$ cat src/rtl/fetch_stage_pkg.sv
// Shared constants for the JARVIS RV32I front end: canonical NOP, default reset vector
// and the 2-bit fetch FSM state encodings.
package fetch_stage_pkg;

    localparam logic [31:0] NOP_INSTR        = 32'h0000_0013;
    localparam logic [31:0] DEFAULT_RESET_PC = 32'h0000_0000;

    localparam logic [1:0] ST_REQ  = 2'd0;
    localparam logic [1:0] ST_WAIT = 2'd1;
    localparam logic [1:0] ST_HOLD = 2'd2;

endpackage

$ cat src/rtl/ifid_pipeline_reg.sv
// Pipeline register between two stages. Priority: kill beats stall beats load, else bubble.
// The pc fields keep their last value whenever no new instruction is loaded.
module ifid_pipeline_reg
    import fetch_stage_pkg::*;
#(
    parameter int XLEN = 32
) (
    input  logic            clk,
    input  logic            rst_n,
    input  logic            kill,
    input  logic            stall,
    input  logic            load_valid,
    input  logic [XLEN-1:0] load_instr,
    input  logic [XLEN-1:0] load_pc,
    output logic            valid,
    output logic [XLEN-1:0] instr,
    output logic [XLEN-1:0] pc,
    output logic [XLEN-1:0] pc_plus4
);

    localparam logic [XLEN-1:0] NOP = XLEN'(NOP_INSTR);

    // NOTE: non-blocking assignments so every register samples pre-edge values.
    always_ff @(posedge clk or negedge rst_n) begin
        if (!rst_n) begin
            valid    <= 1'b0;
            instr    <= NOP;
            pc       <= '0;
            pc_plus4 <= '0;
        end else if (kill || (!stall && !load_valid)) begin
            valid <= 1'b0;
            instr <= NOP;
        end else if (!stall) begin
            valid    <= 1'b1;
            instr    <= load_instr;
            pc       <= load_pc;
            pc_plus4 <= load_pc + XLEN'(4);
        end
    end

endmodule

$ cat src/rtl/fetch_stage.sv
// Instruction-fetch stage: owns the PC, issues one word fetch at a time over a valid/ready
// channel, buffers a response that arrives during a stall, and feeds the IF/ID register.
module fetch_stage
    import fetch_stage_pkg::*;
#(
    parameter int              XLEN     = 32,
    parameter logic [XLEN-1:0] RESET_PC = XLEN'(DEFAULT_RESET_PC)
) (
    input  logic            clk,
    input  logic            rst_n,
    input  logic            stall,
    input  logic            flush,
    input  logic            redirect_valid,
    input  logic [XLEN-1:0] redirect_pc,
    output logic            imem_req_valid,
    input  logic            imem_req_ready,
    output logic [XLEN-1:0] imem_req_addr,
    input  logic            imem_resp_valid,
    input  logic [XLEN-1:0] imem_resp_data,
    output logic            ifid_valid,
    output logic [XLEN-1:0] ifid_instr,
    output logic [XLEN-1:0] ifid_pc,
    output logic [XLEN-1:0] ifid_pc_plus4,
    output logic            fetch_fault
);

    logic [1:0]      state;
    logic [XLEN-1:0] pc;
    logic [XLEN-1:0] req_pc;
    logic [XLEN-1:0] hold_instr;
    logic [XLEN-1:0] hold_pc;
    logic            drop_pending;

    logic            req_fire;
    logic [XLEN-1:0] redirect_target;
    logic            load_valid;
    logic [XLEN-1:0] load_instr;
    logic [XLEN-1:0] load_pc;

    // Gating with rst_n keeps the request low for the whole reset, not just after the first edge.
    assign imem_req_valid  = rst_n && (state == ST_REQ);
    assign imem_req_addr   = pc;
    assign req_fire        = imem_req_valid && imem_req_ready;
    assign redirect_target = {redirect_pc[XLEN-1:2], 2'b00};

    always_ff @(posedge clk or negedge rst_n) begin
        if (!rst_n) begin
            state        <= ST_REQ;
            pc           <= RESET_PC;
            req_pc       <= '0;
            hold_instr   <= '0;
            hold_pc      <= '0;
            drop_pending <= 1'b0;
            fetch_fault  <= 1'b0;
        end else begin
            fetch_fault <= redirect_valid && (redirect_pc[1:0] != 2'b00);
            case (state)
                ST_REQ: begin
                    if (req_fire) begin
                        req_pc <= pc;
                        state  <= ST_WAIT;
                    end
                    if (redirect_valid) begin
                        pc <= redirect_target;
                        if (req_fire) drop_pending <= 1'b1;
                    end else if (req_fire) begin
                        pc <= pc + XLEN'(4);
                    end
                end
                ST_WAIT: begin
                    if (redirect_valid) begin
                        pc <= redirect_target;
                        // A reply landing with the redirect is the stale one: drop it now,
                        // otherwise drop_pending would wait for a reply that never comes.
                        if (imem_resp_valid) begin
                            drop_pending <= 1'b0;
                            state        <= ST_REQ;
                        end else begin
                            drop_pending <= 1'b1;
                        end
                    end else if (imem_resp_valid) begin
                        if (drop_pending) begin
                            drop_pending <= 1'b0;
                            state        <= ST_REQ;
                        end else if (!stall) begin
                            state <= ST_REQ;
                        end else begin
                            hold_instr <= imem_resp_data;
                            hold_pc    <= req_pc;
                            state      <= ST_HOLD;
                        end
                    end
                end
                ST_HOLD: begin
                    if (redirect_valid) begin
                        pc    <= redirect_target;
                        state <= ST_REQ;
                    end else if (!stall) begin
                        state <= ST_REQ;
                    end
                end
                default: state <= ST_REQ;
            endcase
        end
    end

    // NOTE: defaults first in always_comb so no path leaves a variable unassigned (no latch).
    always_comb begin
        load_valid = 1'b0;
        load_instr = imem_resp_data;
        load_pc    = req_pc;
        case (state)
            ST_WAIT: load_valid = imem_resp_valid && !drop_pending;
            ST_HOLD: begin
                load_valid = 1'b1;
                load_instr = hold_instr;
                load_pc    = hold_pc;
            end
            default: load_valid = 1'b0;
        endcase
    end

    ifid_pipeline_reg #(
        .XLEN(XLEN)
    ) u_ifid (
        .clk        (clk),
        .rst_n      (rst_n),
        .kill       (redirect_valid || flush),
        .stall      (stall),
        .load_valid (load_valid),
        .load_instr (load_instr),
        .load_pc    (load_pc),
        .valid      (ifid_valid),
        .instr      (ifid_instr),
        .pc         (ifid_pc),
        .pc_plus4   (ifid_pc_plus4)
    );

endmodule

$ cat config.mk
export PLATFORM = sky130hd
export DESIGN_NAME = fetch_stage
export DESIGN_NICKNAME = d
export VERILOG_FILES = /design/src/rtl/fetch_stage_pkg.sv /design/src/rtl/ifid_pipeline_reg.sv /design/src/rtl/fetch_stage.sv
export SDC_FILE = /design/constraint.sdc
export NUM_CORES = 1
export LEC_CHECK = 0
export ABC_AREA = 1
export BUFFER_PORTS_ARGS = -buffer_cell sky130_fd_sc_hd__buf_2
export CAP_MARGIN = 40
export CORE_MARGIN = 10
export CORE_UTILIZATION = 25
export DETAILED_ROUTE_END_ITERATION = 8
export HOLD_SLACK_MARGIN = 0.12
export MAX_ROUTING_LAYER = met4
export PLACE_DENSITY_LB_ADDON = 0.05
export SETUP_SLACK_MARGIN = 0.3
export SYNTH_ARGS = -nofsm -noshare
export SYNTH_HDL_FRONTEND = slang
export SYNTH_SLANG_ARGS = --single-unit
$ cat constraint.sdc
create_clock -name clk -period 1.9 [get_ports clk]
set_input_delay 0.285 -clock clk [delete_from_list [all_inputs] [get_ports clk]]
set_output_delay 0.285 -clock clk [all_outputs]
set_load 0.1 [all_outputs]
==> run metrics, run 1 <==
status=finished, violations left; failing checks=negative setup slack; Clock Latency Late Sink=between 0.5 and 0.6 ns; dpl cell area=~14,000 sq um; power per cell area=1926 nW/um^2; Starting DRT DRC Count=519; worst vdd rail ir drop=0.001312 V; leakage power=8.917 nW; Core Area=between 40,000 and 50,000 sq um; gr usage total=approximately 16%; Max stage delay on crit path=0.42 ns; Ant. Diodes=0; Critical Path AT=2.53 ns; CTS tree=done; # clock sinks=219; die height=230.1 microns; r2r startpoint=state[1]; Via density=4.398; CP Capture Type=flip-flop; CTS root buf=clkbuf_16; Most used DFF post-synth=dfrtp_1; fraction of registers with async set/reset=100.0%; Seq cells post-synth=219; H-Tree Depth=1; DPL Wire Length=28.55 mm; WP data required=2.38 ns; Buffers on Ports=195; f_max=slightly below 0.5 GHz; DR pass1 iterations=4; cell area after synthesis=roughly 11,000 sq um; critical-path cell list=ha_4 -> buf_6 -> o21ai_4 -> ha_4 -> nand2_4 -> nor2_4 -> buf_4 -> nand2_4 -> buf_4 -> xor2_1 -> o21ai_1; mean routed wirelength per cell=17.75 microns; setup ws final=-0.1474 ns; worst slew pin tran=0.8408 ns; crit share post-route=107.8%; clock-pin slew on the worst setup and hold paths=0.06 ns; Setup Viol. Count Final=about 140; Min-Delay Path Class=primary input to asynchronous set/reset pin; WS Path Type=flip-flop to flip-flop; slew margin rel.=~44%; Max Cap Viol=0; largest net degree at the start of global routing=130; cell count after synthesis=between 1,000 and 1,500; first-pass GRT wire length=66.54 mm; Layout Cells excl Fill=2,497; Residual DRC=0; Vias=between 10,000 and 15,000; fin crit period=between 2 and 2.5 ns; total CTS buffers=29; Placer Congestion=between 0.8 and 0.9; vias in the first global route=between 10,000 and 15,000; synth-to-layout area growth=69.13%; slowest CP cell=dfrtp_1; Seq/Total Area, Yosys=about half; RR Endpoint=u_ifid.pc_plus4[10]; Yosys cell types=38; CP Launch Type=flip-flop; placed insts=2,281; reg2reg path depth=11; RSZ-0062 raised after global routing=true; num rows=76; die area=52,960 sq um; total gr overflow=0; Fin Clk Skew=0.01404 ns; fin. max-slew vios=0; Post-Route WL=between 40 and 50 mm; Yosys warnings=0; Antenna Nets Post-Route=0; share of layout cells above drive strength 1=43.88%; fin nets=just under 2,000; Final Cell Area=approximately 19,000 sq um; Worst R2R Setup Slack=-0.15 ns; Longest Clk Path Bufs=3; CP Max Fanout=6; Avg Cell Area, Syn=between 7 and 8 sq um; initial core utilization=about a quarter; initial antenna violation count=0; IO Pins=202; EDFF count, synth=0; Hold Violations, Final=0; die width=between 200 and 250 microns
Yosys cell counts, types with 2 or more instances:
cell | n | share of area [%]
o21ai_0 | 197 | 8.9
ha_1 | 7 | 0.79
nand2_1 | 477 | 16
nor2_2 | 7 | 0.40
o21ai_1 | 3 | 0.14
xor2_1 | 10 | 0.79
nor2_4 | 7 | 0.71
a22oi_1 | 5 | 0.34
buf_6 | 4 | 0.41
o21a_1 | 2 | 0.14
nand3_2 | 3 | 0.27
dfrtp_1 | 216 | 49
mux2_2 | 15 | 1.5
o22ai_1 | 6 | 0.34
nor3_1 | 17 | 0.77
nand3_1 | 53 | 2.4
o211ai_1 | 2 | 0.14
o21ai_2 | 2 | 0.16
buf_4 | 8 | 0.54
a21oi_1 | 23 | 1.0
mux2i_1 | 9 | 0.82
nand4_1 | 11 | 0.62
dfstp_2 | 3 | 0.71
nand2_2 | 18 | 1.0
clkbuf_1 | 32 | 1.1
inv_1 | 126 | 4.3
or2_2 | 5 | 0.28
nor2_1 | 126 | 4.3
inv_2 | 6 | 0.20
buf_2 | 24 | 1.1
logic make-up (layout without fill, tap and decap cells):
family	count (synthesis)	after routing	synth area share [%]
simple gates	726	726	27.15
compound gates	244	244	11.52
flops	219	219	49.68
buf+inv	200	675	7.616
mux	24	24	2.346
xor+xnor	11	11	0.8727
fa+ha+maj	7	7	0.7933
other cells	1	6	0.03397
sequential cells by signal, summed over array words and instances, names as in the netlist:
register / count
req_pc: 30
hold_instr: 32
fetch_fault: 1
u_ifid.valid: 1
imem_req_addr: 30
drop_pending: 1
hold_pc: 30
state: 2
u_ifid.pc: 30
u_ifid.instr: 32
u_ifid.pc_plus4: 30
worst max path at each step:
stage,from,to,cells after the start
2_1_floorplan,state[0],imem_req_addr[28],13
3_3_place_gp,state[0],u_ifid.pc_plus4[11],11
3_5_place_dp,state[0],u_ifid.pc_plus4[11],11
4_1_cts,state[1],u_ifid.pc_plus4[27],11
5_1_grt,state[1],u_ifid.pc_plus4[20],13
6_report,state[1],u_ifid.pc_plus4[10],11
layer usage:
| metal | track usage, % | vias to the layer above | part of all wire, % |
|---|---|---|---|
| met4 | 4.440 | 0 | 2.4 |
| met5 | - | - | 0 |
| li1 | - | 5493 | - |
| met1 | 21.41 | 5219 | 47 |
| met3 | 2.155 | 58 | 3.5 |
| met2 | 25.80 | 211 | 47 |
power breakdown:
| part | switching [W] | leakage, nW | total [W] | internal, W |
|---|---|---|---|---|
| Combinational | 0.0145 | 5.68 | 0.0219 | 0.00734 |
| Clock | 0.00218 | 0.468 | 0.00562 | 0.00343 |
| Sequential | 0.00181 | 2.77 | 0.00845 | 0.00664 |
| Total | 0.0185 | 8.92 | 0.0360 | 0.0174 |
worst max-delay path, delay by kind of cell, from the launching register on:
family | cells | cell delay (ns)
buf+inv | 3 | 0.42
xor+xnor | 1 | 0.13
fa+ha+maj | 2 | 0.39
flops | 1 | 0.42
compound gates | 2 | 0.29
simple gates | 3 | 0.30
timing repair:
item	CTS	global route
hold buffers	65	1
pin swaps	36	24
hold endpoints to repair	311	1
setup endpoints to repair	333	338
cloned	23	19
buffers inserted	33	23
resized for setup	326	289
through the flow:
stage / util [%] / hold slack [ns] / power (W) / setup TNS, ns / setup slack [ns]
6_report: 43.06 / 0.1520 / 0.03596 / -6.453 / -0.1474
2_1_floorplan: - / -0.01059 / 0.02018 / -4.446 / -0.2320
5_1_grt: 43.06 / 0.1440 / 0.03804 / -20.09 / -0.2934
3_5_place_dp: 31.65 / 0.08003 / 0.02530 / -8.430 / -0.3337
3_3_place_gp: 31.65 / 0.08041 / 0.02530 / -7.224 / -0.2875
4_1_cts: 39.68 / 0.1259 / 0.03438 / -6.311 / -0.1852
area by class of cell:
type,instances,area [sq um]
clock buffer,42,834.6
clock inverter,10,136.4
fill,4410,24690
inverter,132,525.5
multi-input combinational,1018,6051
sequential,219,5513
tap,585,732.0
timing repair buffer,491,4878
placed cells by master, fill, tap and decap left out, types with 5 or more instances in the layout:
| cell | count |
|---|---|
| nor3_1 | 15 |
| nand2_4 | 47 |
| conb_1 | 6 |
| buf_6 | 33 |
| mux2i_1 | 9 |
| buf_2 | 174 |
| a21oi_2 | 8 |
| buf_4 | 121 |
| o21ai_0 | 53 |
| nor2_1 | 90 |
| clkbuf_8 | 6 |
| clkinvlp_4 | 5 |
| nand2_1 | 355 |
| dlygate4sd3_1 | 66 |
| clkbuf_16 | 42 |
| xor2_1 | 9 |
| clkbuf_1 | 7 |
| dfrtp_2 | 23 |
| or2_2 | 5 |
| nor2_2 | 20 |
| nand2_2 | 94 |
| nand4_1 | 11 |
| buf_12 | 36 |
| a21oi_1 | 14 |
| mux2_2 | 14 |
| nand3_1 | 48 |
| inv_2 | 8 |
| o21ai_1 | 66 |
| o21ai_2 | 81 |
| dfrtp_1 | 193 |
| a22oi_2 | 5 |
| nor2_4 | 30 |
| buf_8 | 24 |
| buf_16 | 24 |
| inv_1 | 118 |
(Power assumes the default switching activity.)
==> run 2, diff against run 1 <==
--- a/config.mk
+++ b/config.mk
@@ -17,4 +17,5 @@
 export SETUP_SLACK_MARGIN = 0.3
 export SYNTH_ARGS = -nofsm -noshare
 export SYNTH_HDL_FRONTEND = slang
+export SYNTH_HIERARCHICAL = 1
 export SYNTH_SLANG_ARGS = --single-unit
==> run 2 against run 1 <==
The run still ends with negative setup slack left. Total power fell by 15%. Via count is 5.1% lower. Final area down 14%. Synthesized area is 0.35% higher. Sequential cell count rose by 2. Global-route usage is 1.3 points lower. Combinational power is 23% lower. Worst hold slack improved by 0.0078 ns. Setup slack better by 0.016 ns. Core utilization down 6.6 points. Cell count fell by 3.4%. Critical path depth decreased by 1. Largest power group unchanged. Highest routed layer unchanged.
==> run metrics, run 2 <==
CP Launch Type=flip-flop; share of layout cells above drive strength 1=~28%; largest registers=hold_instr x32, u_ifid/instr x32, u_ifid/pc x32; fraction of registers with async set/reset=100.0%; IO Pins=approximately 200; multi-input gate area in the final layout=4999 sq um; hold_sp=redirect_pc[19]; Seq cells post-synth=221; filler cell count=~4,700; r2r startpoint=state[1]; total CTS buffers=30; commonest non-fill, non-tap cell in the layout=nand2_1; CTS root buf=clkbuf_16; RR Endpoint=u_ifid/pc_plus4[27]; die area=between 50,000 and 60,000 sq um; Worst R2R Setup Slack=-0.13 ns; FF/Latch Area=5603 sq um; WS Path Type=flip-flop to flip-flop; mean routed wirelength per cell=16.00 microns; num rows=between 70 and 80; CP Max Fanout=16; die height=230.5 microns; Max Cap Viol=0; CTS tree=done; failing checks=negative setup slack; Avg Cell Area, Syn=7.688 sq um; Yosys top cell by area=dfrtp_1; # clock sinks=221; Hold Violations, Final=0; dominant cells by area after synthesis=dfrtp_1 (49%), nand2_1 (15%), o21ai_0 (9.7%); Fin Clk Skew=0.01198 ns; CP Capture Type=flip-flop; Yosys cell types=44; first-pass GRT wire length=62.19 mm; initial core utilization=~25%; RSZ-0062 raised after global routing=true; most common library cells after synthesis=nand2_1 (444), dfrtp_1 (218), o21ai_0 (214); Placer Congestion=between 0.7 and 0.8; Core Area=44,030 sq um; Starting DRT DRC Count=between 500 and 600; power per cell area=1909 nW/um^2; reg2reg path depth=10; cell area after synthesis=11,080 sq um; initial antenna violation count=0; Via density=4.318; leakage power=around 7.7 nW; most numerous cell in the Yosys netlist=nand2_1; slew margin rel.=45.66%; Clock Latency Late Sink=0.57 ns; Ant. Diodes=0; worst vdd rail ir drop=0.001290 V; status=finished, violations left; Post-Route WL=38.60 mm; end of the worst hold path=imem_req_addr[19]; DPL Wire Length=27.33 mm; Residual DRC=0; setup ws final=-0.1316 ns; hold path cells=7; Yosys top cell area share=49.24%; vias in the first global route=10,740; final setup TNS=-4.503 ns; gr usage total=14.92%; fin crit period=2.032 ns; crit share post-route=106.9%; H-Tree Depth=1; synth-to-layout area growth=44.77%; Yosys warnings=6; DR pass1 iterations=5; f_max=0.4922 GHz; Critical Path AT=2.48 ns; most frequent cells in the layout=nand2_1 (433), buf_2 (191), dfrtp_1 (187), inv_1 (142), o21ai_0 (142); Buffers on Ports=199; Most used DFF post-synth=dfrtp_1; Longest Clk Path Bufs=3; Layout Cells excl Fill=roughly 2,400; fin nets=1,875; total gr overflow=0; Min-Delay Path Class=primary input to flip-flop; Seq/Total Area, Yosys=49.95%; clock-pin slew on the worst setup and hold paths=0.06 ns; fin. max-slew vios=0; Vias=10,420; worst slew pin tran=slightly above 0.8 ns; Antenna Nets Post-Route=0; largest net degree at the start of global routing=125; cell count after synthesis=approximately 1,400; die width=between 200 and 250 microns; WP data required=2.35 ns; placed insts=2,279; Setup Viol. Count Final=77; EDFF count, synth=0
-- run 2: worst max path at each step --
| stage | startpoint | cells after the start | endpoint | slack (ns) |
|---|---|---|---|---|
| floorplan | state[0] | 13 | u_ifid/pc_plus4[28] | -0.01 |
| global placement | state[0] | 13 | u_ifid/pc_plus4[28] | -0.19 |
| detailed placement | state[0] | 13 | u_ifid/pc_plus4[31] | -0.26 |
| CTS | state[0] | 13 | u_ifid/pc_plus4[20] | -0.13 |
| global route | state[0] | 13 | u_ifid/pc_plus4[28] | -0.28 |
| finish | state[1] | 10 | u_ifid/pc_plus4[27] | -0.13 |
-- run 2: kinds of logic after synthesis --
kind of cell               after synthesis  share of synthesized area (%)
adders and majority gates                6                         0.6776
AOI/OAI and AO/OA                      275                          14.10
other                                    1                        0.03385
buffers and inverters                  219                          8.087
xor gates and xnor gates                 6                         0.4744
DFF                                    221                          49.95
and+or+nand+nor                        713                          26.68
-- run 2: what timing repair did --
action                     in CTS  in global routing
setup buffers                   7                  3
cloned                          6                  0
setup endpoints to repair     328                326
hold buffers                   63                  0
hold endpoints to repair      309                  0
resized for setup              67                 38
pin swaps                       5                  5
-- run 2: where the power goes --
part / switching (W) / total (W) / leakage, nW / internal (W)
clock: 0.00216 / 0.00566 / 0.476 / 0.00350
combinational: 0.0122 / 0.0169 / 4.41 / 0.00475
sequential: 0.00143 / 0.00802 / 2.84 / 0.00660
total: 0.0158 / 0.0306 / 7.73 / 0.0148
-- run 2: critical path: stages (launching register included) --
cell,delay [ns]
dfrtp_1,0.41
ha_4,0.22
buf_12,0.16
buf_4,0.15
o21a_1,0.21
nand3_4,0.07
buf_12,0.17
bufbuf_16,0.31
nor2_1,0.05
nand2_1,0.06
nand3_1,0.06
-- run 2: area by class of cell --
| class | count | share of cell area (%) |
|---|---|---|
| inverters | 150 | 3.596 |
| well taps | 592 | 4.618 |
| clock buffers | 46 | 5.367 |
| multi-input cells | 1004 | 31.17 |
| clock inverters | 8 | 0.8192 |
| flip-flops and latches | 221 | 34.94 |
| repair buffers | 391 | 19.50 |
-- run 2: stage by stage --
stage	utilization [%]	hold WS, ns	power [W]	instance area, sq um	setup slack (ns)
floorplan	-	-0.01059	0.01944	11500	-0.01101
global placement	31.45	0.4042	0.02424	13850	-0.1901
detailed placement	31.45	0.3992	0.02428	13850	-0.2565
CTS	36.23	0.1277	0.03098	15950	-0.1326
global route	36.43	0.1636	0.03280	16040	-0.2785
finish	36.43	0.1598	0.03061	16040	-0.1316
-- run 2: layer usage --
metal | part of all wire [%] | track usage (%)
met1 | 51 | 20.73
met2 | 44 | 22.50
met3 | 4.3 | 2.526
met4 | 1.3 | 2.878
met5 | 0 | -
==> run 3, diff against run 2 <==
--- a/config.mk
+++ b/config.mk
@@ -9,7 +9,7 @@
 export BUFFER_PORTS_ARGS = -buffer_cell sky130_fd_sc_hd__buf_2
 export CAP_MARGIN = 40
 export CORE_MARGIN = 10
-export CORE_UTILIZATION = 25
+export CORE_UTILIZATION = 51
 export DETAILED_ROUTE_END_ITERATION = 8
 export HOLD_SLACK_MARGIN = 0.12
 export MAX_ROUTING_LAYER = met4
==> run 3 against run 2 <==
The flow still finishes with violations (negative setup slack). Clock skew increased by 0.0080 ns. Setup slack got worse by 0.044 ns. Clock power decreased by 12%. Global-route usage increased by 7.6 points. Sequential power about the same. Wire length decreased by 8.0%. Die area decreased by 47%. Combinational power about the same. Sequential share of layout area increased by 0.51 points. First-iteration DRC count increased by 52%. Via count increased by 4.8%. Maximum frequency decreased by 2.1%.
==> run metrics, run 3 (same netlist as run 2, synthesis figures left out) <==
gr usage total=between 20% and 30%; clock-pin slew on the worst setup and hold paths=0.06 ns; initial antenna violation count=1; fin util=74.50%; total gr overflow=0; end of the worst hold path=imem_req_addr[15]; slowest CP cell=dfrtp_1; WP data required=around 2.3 ns; Longest Clk Path Bufs=3; crit share post-route=109.3%; DPL Wire Length=22.61 mm; Max Cap Viol=0; Post-Route WL=35.52 mm; RR Endpoint=u_ifid/instr[16]; Max stage delay on crit path=0.38 ns; multi-input gate area in the final layout=5288 sq um; stages on the worst setup path=9; fin. max-slew vios=0; vias in the first global route=10,310; share of layout cells above drive strength 1=30.44%; Met1 Wirelength=15.93 mm; CP Launch Type=flip-flop; reg2reg path depth=9; Total Power=0.02984 W; largest net degree at the start of global routing=68; FF/Latch Area=5603 sq um; synth-to-layout area growth=42.70%; CTS root buf=clkbuf_16; worst slew pin tran=0.5190 ns; Vias=between 10,000 and 15,000; Final Cell Area=15,810 sq um; Buffers on Ports=199; first-pass GRT wire length=between 50 and 60 mm; crit path buf inv count=5; worst vdd rail ir drop=0.002030 V; hold_sp=redirect_pc[15]; mean routed wirelength per cell=17.11 microns; most frequent cells in the layout=nand2_1 (409), buf_2 (193), dfrtp_1 (187), inv_1 (141), o21ai_0 (136); Core Area=21,220 sq um; fin nets=between 1,500 and 2,000; Critical Path AT=roughly 2.5 ns; Hold Violations, Final=0; slew margin rel.=around 66%; hold path cells=5; WS Path Type=flip-flop to flip-flop; total CTS buffers=25; die width=167.4 microns; Via density=5.256; Fin Clk Skew=roughly 0.020 ns; H-Tree Depth=1; initial core utilization=52.21%; dpl cell area=13,260 sq um; Residual DRC=0; Place WS=-0.1160 ns; family with the most delay on the worst path=buffers and inverters; routed wl met2=16.60 mm; CP Capture Type=flip-flop; Min-Delay Path Class=primary input to flip-flop; CP Max Fanout=21; largest registers=hold_instr x32, u_ifid/instr x32, u_ifid/pc x32; worst hold margin=0.1370 ns; Placer Congestion=about 0.9; Setup Viol. Count Final=75; die area=28,020 sq um; # clock sinks=221; r2r startpoint=state[1]; Top Layer Used=met4; CTS tree=done; num rows=53; Worst R2R Setup Slack=-0.18 ns; Starting DRT DRC Count=800; critical-path cell list=buf_4 -> ha_4 -> buf_4 -> buf_12 -> o21a_4 -> nand3_4 -> clkinv_8 -> clkbuf_16 -> a22o_1; IO Pins=roughly 200; filler cell count=~1,600; DR pass1 iterations=6; fin crit period=2.076 ns; Top cell by count, worst path=buf_4; f_max=0.4817 GHz; status=finished, violations left; leakage power=roughly 7.7 nW; failing checks=negative setup slack; Clock Latency Late Sink=0.52 ns; WL met3=2.301 mm; die height=167.4 microns; power per cell area=1887 nW/um^2; commonest non-fill, non-tap cell in the layout=nand2_1; RSZ-0062 raised after global routing=true; Antenna Nets Post-Route=0; setup ws final=-0.1759 ns
run 3: layout make-up:
cell class | count | share of cell area [%]
clock buffer | 33 | 4.274
multi-input combinational | 1005 | 33.45
sequential | 221 | 35.44
inverter | 150 | 3.712
timing repair buffer | 378 | 19.83
tap | 275 | 2.176
timing repair inverter | 1 | 0.05540
antenna | 1 | 0.01583
clock inverter | 12 | 1.045
run 3: worst max-delay path by stage:
| stage | to | start |
|---|---|---|
| 2_1_floorplan | u_ifid/pc_plus4[28] | state[0] |
| 3_3_place_gp | u_ifid/instr[25] | state[1] |
| 3_5_place_dp | u_ifid/instr[13] | state[1] |
| 4_1_cts | imem_req_valid | state[0] |
| 5_1_grt | u_ifid/pc_plus4[26] | state[1] |
| 6_report | u_ifid/instr[16] | state[1] |
run 3: timing repair:
item / 4_1_cts / 5_1_grt
resized for setup: 52 / 120
pin swaps: 8 / 18
hold endpoints to repair: 109 / 55
endpoints found under the setup margin: 262 / 306
hold buffers: 52 / 1
buffers inserted: 4 / 15
gates cloned: 0 / 22
run 3: routing by layer:
metal	global-route usage (%)	vias to the layer above
li1	-	5296
met1	30.84	5158
met5	-	-
met3	3.699	51
met2	34.65	407
met4	5.072	0
run 3: worst min-delay path, cell delays in order:
cell     delay [ns]
buf_2          0.08
nor2_1         0.03
nor2_1         0.09
nand2_1        0.05
o21ai_0        0.07
run 3: stage by stage:
step	setup TNS, ns	std cells
floorplan	-0.03589	1444
global placement	-2.595	1936
detailed placement	-5.172	1936
CTS	-1.437	2037
global route	-13.02	2076
finish	-7.802	2076
run 3: report_power, final:
group | switching [W] | total, W | internal [W]
clock network | 0.00193 | 0.00497 | 0.00304
logic | 0.0124 | 0.0169 | 0.00449
registers | 0.00140 | 0.00799 | 0.00660
